==> config.mk <==
export PLATFORM = sky130hd
export DESIGN_NAME = key_debounce_scan
export DESIGN_NICKNAME = d
export VERILOG_FILES = /design/src/rtl/key_debounce_scan.sv
export SDC_FILE = /design/constraint.sdc
export NUM_CORES = 1
export LEC_CHECK = 0
export CAP_MARGIN = 20
export CORE_ASPECT_RATIO = 1.4
export CORE_MARGIN = 2
export CORE_UTILIZATION = 27
export CTS_CLUSTER_SIZE = 8
export DETAILED_ROUTE_END_ITERATION = 8
export GPL_TIMING_DRIVEN = 0
export SETUP_SLACK_MARGIN = 0.5
export SLEW_MARGIN = 10
export SYNTH_ARGS = -nofsm -noshare
export SYNTH_HDL_FRONTEND = slang
export SYNTH_SLANG_ARGS = --single-unit
export TNS_END_PERCENT = 100
==> constraint.sdc <==
create_clock -name clk_g_int_buf -period 6.1 [get_ports clk_g_int_buf]
set_input_delay 1.22 -clock clk_g_int_buf [delete_from_list [all_inputs] [get_ports clk_g_int_buf]]
set_output_delay 1.22 -clock clk_g_int_buf [all_outputs]
set_load 0.03 [all_outputs]
==> src/rtl/key_debounce_scan.sv <==
// Key debouncer: 2-flop sync, per-key saturating integrators updated by a
// time-multiplexed scan, atomic publish of the debounced vector.
module key_debounce_scan #(
  parameter int NUM_KEYS   = 61,
  parameter int CNT_W      = 4,
  parameter int TICK_DIV   = 470,
  parameter bit ACTIVE_LOW = 1'b1
) (
  input  logic                clk_g_int_buf,
  input  logic                rstn_g_i,
  input  logic [NUM_KEYS-1:0] keys_i_g,
  output logic [NUM_KEYS-1:0] keys_o,
  output logic                keys_changed_o,
  output logic                scan_busy_o,
  output logic                tick_o
);

  localparam int IDX_W = (NUM_KEYS > 1) ? $clog2(NUM_KEYS) : 1;
  localparam int PRE_W = $clog2(TICK_DIV);
  localparam logic [CNT_W-1:0] CNT_MAX = '1;
  localparam logic [IDX_W-1:0] LAST_IDX = IDX_W'(NUM_KEYS - 1);
  localparam logic [PRE_W-1:0] PRE_LAST = PRE_W'(TICK_DIV - 1);

  if (TICK_DIV < NUM_KEYS + 4) begin : g_bad_div
    $error("TICK_DIV must be at least NUM_KEYS+4");
  end

  typedef enum logic [1:0] {
    IDLE,
    SCAN,
    PUBLISH
  } state_e;

  state_e              state_q, state_d;
  logic [IDX_W-1:0]    idx_q, idx_d;
  logic [PRE_W-1:0]    pre_q, pre_d;
  logic [NUM_KEYS-1:0] sync1_q, sync2_q;
  logic [NUM_KEYS-1:0] work_q, work_d;
  logic [NUM_KEYS-1:0] keys_q, keys_d;
  logic                chg_q, chg_d;
  logic [CNT_W-1:0]    cnt_q [NUM_KEYS];
  logic [CNT_W-1:0]    cnt_d [NUM_KEYS];

  logic [NUM_KEYS-1:0] pressed_raw;
  logic                raw_bit;
  logic [CNT_W-1:0]    cnt_rd;
  logic [CNT_W-1:0]    cnt_wr;
  logic                tick;

  assign pressed_raw    = sync2_q ^ {NUM_KEYS{ACTIVE_LOW}};
  assign tick           = (pre_q == PRE_LAST);
  assign pre_d          = tick ? '0 : pre_q + PRE_W'(1);
  assign tick_o         = tick;
  assign keys_o         = keys_q;
  assign keys_changed_o = chg_q;
  assign scan_busy_o    = (state_q != IDLE);

  // Single read-modify-write of the integrator addressed by idx.
  always_comb begin
    raw_bit = pressed_raw[idx_q];
    cnt_rd  = cnt_q[idx_q];
    cnt_wr  = cnt_rd;
    if (raw_bit && cnt_rd != CNT_MAX) begin
      cnt_wr = cnt_rd + CNT_W'(1);
    end else if (!raw_bit && cnt_rd != '0) begin
      cnt_wr = cnt_rd - CNT_W'(1);
    end
  end

  always_comb begin
    state_d = state_q;
    idx_d   = idx_q;
    cnt_d   = cnt_q;
    work_d  = work_q;
    keys_d  = keys_q;
    chg_d   = 1'b0;
    unique case (state_q)
      IDLE: begin
        if (tick) begin
          state_d = SCAN;
          idx_d   = '0;
        end
      end
      SCAN: begin
        cnt_d[idx_q] = cnt_wr;
        if (cnt_wr == CNT_MAX) begin
          work_d[idx_q] = 1'b1;
        end else if (cnt_wr == '0) begin
          work_d[idx_q] = 1'b0;
        end
        // Output registers load on entry so they are valid during PUBLISH.
        if (idx_q == LAST_IDX) begin
          state_d = PUBLISH;
          keys_d  = work_d;
          chg_d   = (work_d != keys_q);
        end else begin
          idx_d = idx_q + IDX_W'(1);
        end
      end
      PUBLISH: state_d = IDLE;
      default: state_d = IDLE;
    endcase
  end

  always_ff @(posedge clk_g_int_buf or negedge rstn_g_i) begin
    if (!rstn_g_i) begin
      state_q <= IDLE;
      idx_q   <= '0;
      pre_q   <= '0;
      sync1_q <= '0;
      sync2_q <= '0;
      work_q  <= '0;
      keys_q  <= '0;
      chg_q   <= 1'b0;
      for (int i = 0; i < NUM_KEYS; i++) begin
        cnt_q[i] <= '0;
      end
    end else begin
      state_q <= state_d;
      idx_q   <= idx_d;
      pre_q   <= pre_d;
      sync1_q <= keys_i_g;
      sync2_q <= sync1_q;
      work_q  <= work_d;
      keys_q  <= keys_d;
      chg_q   <= chg_d;
      cnt_q   <= cnt_d;
    end
  end

  tick_idle_a: assert property (
    @(posedge clk_g_int_buf) disable iff (!rstn_g_i)
    tick |-> state_q == IDLE
  );

endmodule

==> results of run 1 <==
-- kinds of logic after synthesis --
logic type | after synthesis
flip-flops | 506
XOR/XNOR | 14
multiplexers | 101
buffers and inverters | 187
AND/OR/NAND/NOR | 765
adder cells (fa/ha/maj) | 6
AO/OA/AOI/OAI | 796
-- critical path: cells and delay by family (launching register included) --
kind / cells / cell delay (ps)
buf+inv: 8 / 1440
compound gates: 8 / 2140
flops: 1 / 460
mux: 1 / 110
simple gates: 5 / 1470
-- timing repair --
action	in CTS	in global routing
pin swaps	38	16
setup endpoints to repair	261	7
buffers inserted	47	5
endpoints found under the hold margin	0	0
gates resized for setup	188	29
-- per-layer routing --
metal	vias to the layer above	share of wire [%]
met1	10660	37
met4	2	9.4
met2	1284	46
met3	418	7.8
met5	-	0.015
li1	9086	-
-- final cells by class --
type	instances	area (sq um)
fill	8641	56210
sequential	506	12660
multi-input combinational	1682	10400
timing repair buffer	190	1907
clock buffer	77	1862
tap	1096	1371
buffer	140	965.9
inverter	47	183.9
clock inverter	6	81.33
-- registers in the layout (all words and copies together) (netlist names) --
signal and cells:
keys_o 61, work_q 61, keys_changed_o 1, sync1_q 61, cnt_q 244, idx_q 6, state_q 2, pre_q 9
sync2_q 61
-- placed cells by master, fill, tap and decap left out, types with 11 or more instances in the layout --
cell,instances
a21oi_1,63
a221o_1,14
a221oi_1,23
a22oi_1,26
a31oi_1,18
a32oi_1,11
buf_12,12
buf_4,55
buf_6,18
clkbuf_1,75
clkbuf_16,73
clkbuf_2,16
clkdlybuf4s50_1,125
dfrtp_1,504
inv_1,43
mux2_2,13
mux2i_1,56
mux4_2,19
nand2_1,429
nand2b_1,26
nand3_1,35
nand4_1,27
nor2_1,125
nor2b_1,27
nor3_1,18
o211ai_1,14
o21ai_0,428
o22ai_1,33
o31ai_1,12
-- per-stage QoR --
step / worst slack [ps] / total power [mW] / TNS [ps] / util (%) / std cells
after CTS: 504.3 / 7.319 / 0 / 34.17 / 3738
final: 308.4 / 7.248 / 0 / 34.37 / 3744
after detailed placement: -1720 / 3.644 / -78240 / 30.62 / 3608
after floorplan: 1227 / 3.495 / 0 / - / 2375
after global routing: 334.0 / 7.473 / 0 / 34.37 / 3744
after global placement: -19320 / 3.646 / -9908840 / 30.37 / 3597
-- power groups by stage --
stage | combinational, mW | sequential [mW] | clock, mW
after floorplan | 0.0287 | 3.47 | 0
after global placement | 0.167 | 3.48 | 0
after detailed placement | 0.175 | 3.47 | 0
after CTS | 0.184 | 3.41 | 3.72
after global routing | 0.199 | 3.41 | 3.86
final | 0.181 | 3.41 | 3.65
-- how the worst max path moves through the flow --
stage,slack (ps),cells after the start,startpoint,to
after floorplan,1230,18,idx_q[0],keys_changed_o
after global placement,-19320,1,rstn_g_i,sync2_q[28]
after detailed placement,-1720,18,idx_q[1],keys_changed_o
after CTS,500,20,idx_q[0],keys_changed_o
after global routing,330,23,idx_q[0],keys_changed_o
final,310,22,idx_q[0],keys_changed_o
==> impl_metrics.yaml, run 1 <==
run_status:
  status: "complete, but fails checks"
  violations: "design-rule violations"
logic_synthesis:
  syn_nets: 2444
  synth_simple_gate_area_share_pct: 14.62
  synthMuxAreaShare_pct: 5.465
  synth_top_area_share_pct: 54.17
  ys_seq_area_share_pct: 54.17
  ys_top_cells_by_count: "506 x dfrtp_1, 434 x nand2_1, 432 x o21ai_0, 132 x nor2_1, 96 x clkbuf_1"
  synth_ff_type: "dfrtp_1"
  synthCells: 2375
  syn_area_per_cell_sq_um: 9.843
  synth_seq_cells: 506
  yosysUniqueCellTypes: 95
  yosysTopAreaCell: "dfrtp_1"
  synth_top_family_by_area: "compound AO/OA/AOI/OAI gates"
  ys_warn_count: 0
  syn_area_sq_um: 23380
  synth_fa_ha_area_share_pct: 0.3211
  synth_compound_area_share_pct: 21.21
  ys_async_sr_fraction_pct: 100.0
  synthXorXnorAreaFrac_pct: 0.5245
  synth-edff-count: 0
  synth.area.top_cells: "dfrtp_1 54%, o21ai_0 9.2%, nand2_1 7.0%, mux2i_1 2.7%, nor2_1 2.1%"
  yosysMostFrequentCell: "dfrtp_1"
placed_design:
  gp_congestion: 1.034
  hpwl_um: 83700
  dpl_cell_area_sq_um: 26230
  port_buffers: 126
pwr:
  clkPwrFrac_pct: 50.4
  max-vdd-ir-drop_v: 0.0002030
  p_int_mw: 5.608
  p_leak_nw: 11.83
  swShare_pct: 22.63
  power_density_nw_per_um2: 246.2
  p_comb_share_pct: 2.5
  power.share.sequential_pct: 47.1
  p_sw_mw: 1.640
sta:
  hold_slack_ps: 336.8
  drv_slew: 0
  tightest_slew_ps: 1167
  fin_crit_sh_pct: 94.94
  setup_viol: 0
  slew_headroom_pct: 22.18
  max_freq_ghz: 0.1727
  rsz0062_at_grt: "true"
  hold_viol_final: 0
  min_period_ps: 5792
  finClkSkew_ps: 62.15
worst_hold_path:
  min_path_type: "flip-flop to flip-flop"
  hold-path-endpoint: "sync2_q[25]"
  min_from: "sync1_q[25]"
  holdPathStages: 0
worst_setup_path:
  r2r-end: "keys_changed_o"
  cp.required_ps: 6620
  path_cells: "buf_4, buf_12, buf_12, buf_6, mux2i_1, o21ai_0, a221oi_1, a211o_1, a32oi_4, buf_4, a31oi_2, o211a_1, buf_4, nor2_4, and3_1, buf_6, buf_12, nand3_2, a31oi_4, nand4_1, or4_1, o41a_1"
  r2r-start: "idx_q[0]"
  path_max_fanout: 10
  critPathCaptureType: "flip-flop"
  crit_type: "flip-flop to flip-flop"
  cpPeakStageDelay_ps: 550
  reg2regPathDepth: 22
  regToRegSetupSlack_ps: 310
  cp_slowest_cell: "or4_1"
  critPathLaunchType: "flip-flop"
  crit_arrival_ps: 6320
detailed_routing:
  drcViolationCount: 5
  via_count: 21450
  drtPass1Iterations: 9
  vias_per_cell: 5.728
  wire_per_inst_um: 30.91
  ant_nets: 0
  drtIter0Drc: 2102
  routed_wl_um: 115700
layout:
  area_delta_synth_final_pct: 25.92
  nets: 2709
  fin_area_sq_um: 29430
  diodes: 0
  layout-drive-gt1-share_pct: 13.33
global_routing:
  grtUsageMet1_pct: 30.69
  track_usage_pct: 25.84
  grt_max_degree: 115
  grt_pass1_vias: 21290
  grt_use_met3_pct: 4.893
  grtUsageMet2_pct: 40.62
  grt_first_pass_wirelength_um: 162100
  grt_overflow: 0
  grt_antenna_before_repair: 1
  top_usage_layer: "met2"
cts:
  cts_tree: "yes"
  worstSkewPairLatency_ps: 660
  clk_pin_slew_ps: 50
  cts_root_buf: "clkbuf_16"
  clockBufferDepth: 3
  htree_levels: 3
  cts_buffers: 73
  clock-sinks: 506
  cts_hold_buffers: 0
job:
  maxCapViolations: 0
floorplan:
  dieArea_sq_um: 88980
  io_pins: 127
  initial_core_util_pct: 27.29
  core-area_sq_um: 85650
  rows: 127
  die_x_um: 252.7
  die_h_um: 352.2
Power figures use the tool's default switching activity.
==> run 2: changes to the inputs <==
==> constraint.sdc (replaced) <==
create_clock -name clk_g_int_buf -period 7.15 [get_ports clk_g_int_buf]
set_input_delay 1.43 -clock clk_g_int_buf [delete_from_list [all_inputs] [get_ports clk_g_int_buf]]
set_output_delay 1.43 -clock clk_g_int_buf [all_outputs]
set_load 0.03 [all_outputs]
==> run 2 against run 1 <==
Against the previous run: the run now ends clean; routed wire length decreased by 1.5%; register-to-register slack improved by 180 ps; hold slack about the same; first-iteration DRC count increased by 13%; sequential power decreased by 15%; clock power decreased by 15%; via count decreased by 2.1%; worst setup slack improved by 180 ps; critical path type unchanged; critical endpoint unchanged.
==> impl_metrics.yaml, run 2 (synthesis gave the netlist of run 1 again) <==
worst_setup_path:
  crit_start: "idx_q[0]"
  cpPeakStageDelay_ps: 500
  crit_family: "compound AO/OA/AOI/OAI gates"
  r2r-start: "idx_q[0]"
  critPathLaunchType: "flip-flop"
  cp.required_ps: 7680
  cp_slowest_cell: "or4_1"
  crit_type: "flip-flop to flip-flop"
  crit_arrival_ps: 7190
  critPathCaptureType: "flip-flop"
  critPathBufInv: 7
  path_max_fanout: 10
  path_cells: "buf_6, buf_8, buf_6, buf_8, mux2i_1, o22ai_1, a31oi_1, a21oi_1, nor4b_4, inv_2, ha_1, inv_1, nor3_1, o21a_1, a311o_1, nand3_2, clkbuf_4, o21ai_0, a32oi_1, nand4_1, or4_1, o41a_1"
floorplan:
  die_x_um: 252.7
  initial_core_util_pct: 27.29
  die_h_um: 352.2
  rows: 127
  dieArea_sq_um: 88980
  core-area_sq_um: 85650
  io_pins: 127
pwr:
  p_leak_nw: 11.44
  max-vdd-ir-drop_v: 0.0001731
  power_density_nw_per_um2: 217.9
sta:
  tightest_slew_ps: 1179
  drv_slew: 0
  setup_viol: 0
  min_period_ps: 6665
  fin_crit_sh_pct: 93.21
  hold_viol_final: 0
  setup-tns-final_ps: 0
  slew_headroom_pct: 21.37
  max_freq_ghz: 0.1500
  rsz0062_at_grt: "false"
  finClkSkew_ps: 63.36
layout:
  largest_register_ff_count: 244
  top_register: "cnt_q"
  n_fill_cell: 8760
  most-common-layout-cells: "506 x dfrtp_1, 431 x nand2_1, 430 x o21ai_0"
  nets: 2665
  fin_area_sq_um: 28360
  layout-drive-gt1-share_pct: 9.255
  final_common_cell: "dfrtp_1"
  area_delta_synth_final_pct: 21.34
  diodes: 0
  stdcell_count: 3700
worst_hold_path:
  min_path_type: "flip-flop to flip-flop"
  min_from: "sync1_q[25]"
job:
  maxCapViolations: 0
run_status:
  status: "completed"
cts:
  cts_root_buf: "clkbuf_16"
  clockBufferDepth: 3
  worstSkewPairLatency_ps: 660
  clk_pin_slew_ps: 50
  htree_levels: 3
  clock-sinks: 506
  cts_tree: "yes"
  cts_buffers: 73
  cts_hold_buffers: 0
detailed_routing:
  drcViolationCount: 0
  vias_per_cell: 5.674
  drtPass1Iterations: 8
  routed_wl_um: 114000
  ant_nets: 0
  drtIter0Drc: 2377
  via_count: 21000
  wire_per_inst_um: 30.81
placed_design:
  gp_congestion: 1.034
  place_inst: 3608
  dpl_cell_area_sq_um: 26230
  hpwl_um: 83700
  port_buffers: 126
global_routing:
  grt_max_degree: 115
  grt_antenna_before_repair: 1
  grt_overflow: 0
  grt_pass1_vias: 21060
  track_usage_pct: 25.44
  grt_first_pass_wirelength_um: 159500
## run 2: changes by cell type in the layout (fill, tap and decap cells not counted), moves of 4 or more
cell	change
a21oi_1	+5
buf_12	-12
mux2i_2	-4
mux2i_1	+6
buf_4	-36
nor2_1	+4
buf_2	+7
clkbuf_1	+9
## run 2: worst paths after layout
check,end,slack (ps),depth (start not counted)
max,keys_changed_o,490,22
min,sync2_q[25],340,0
max reg2reg,keys_changed_o,490,22
min reg2reg,sync2_q[25],340,0
max in group asynchronous,sync2_q[30],4270,4
min in group asynchronous,keys_o[42],790,1
## run 2: cell type report
cell class	instances	area (sq um)	share of cell area, %
plain buffers	140	725.7	2.558
clock buffers	77	1862	6.564
inverters	47	176.4	0.6220
repair buffers	146	1519	5.355
clock inverters	6	81.33	0.2867
well taps	1096	1371	4.835
flip-flops and latches	506	12660	44.64
multi-input cells	1682	9967	35.14
## run 2: through the flow
| step | setup WS, ps | util [%] | hold WS (ps) | total power, mW |
|---|---|---|---|---|
| finish | 485.4 | 33.12 | 337.2 | 6.179 |
| global route | 519.4 | 33.12 | 339.0 | 6.368 |
| CTS | 518.8 | 33.07 | 335.7 | 6.237 |
| detailed placement | -669.6 | 30.62 | 334.7 | 3.109 |
| global placement | -18480 | 30.37 | 333.9 | 3.110 |
| floorplan | 2277 | - | 331.2 | 2.982 |
## run 2: power breakdown
group | switching [mW] | internal, mW | total (mW)
logic | 0.100 | 0.0470 | 0.147
clock network | 1.29 | 1.83 | 3.12
registers | 0.00880 | 2.90 | 2.91
total | 1.40 | 4.78 | 6.18
## run 2: timing repair
action                     CTS  global route
resized for setup           31            29
setup buffers                7             2
setup endpoints to repair   73             7
pin swaps                    4             4
## run 2: per-layer routing
layer / up-vias / track usage (%) / routed length [um]
li1: 8982 / - / -
met1: 10360 / 30.01 / 42740
met2: 1212 / 40.16 / 51740
met3: 442 / 4.790 / 8409
met4: 2 / 20.84 / 11090
met5: - / 0 / 10
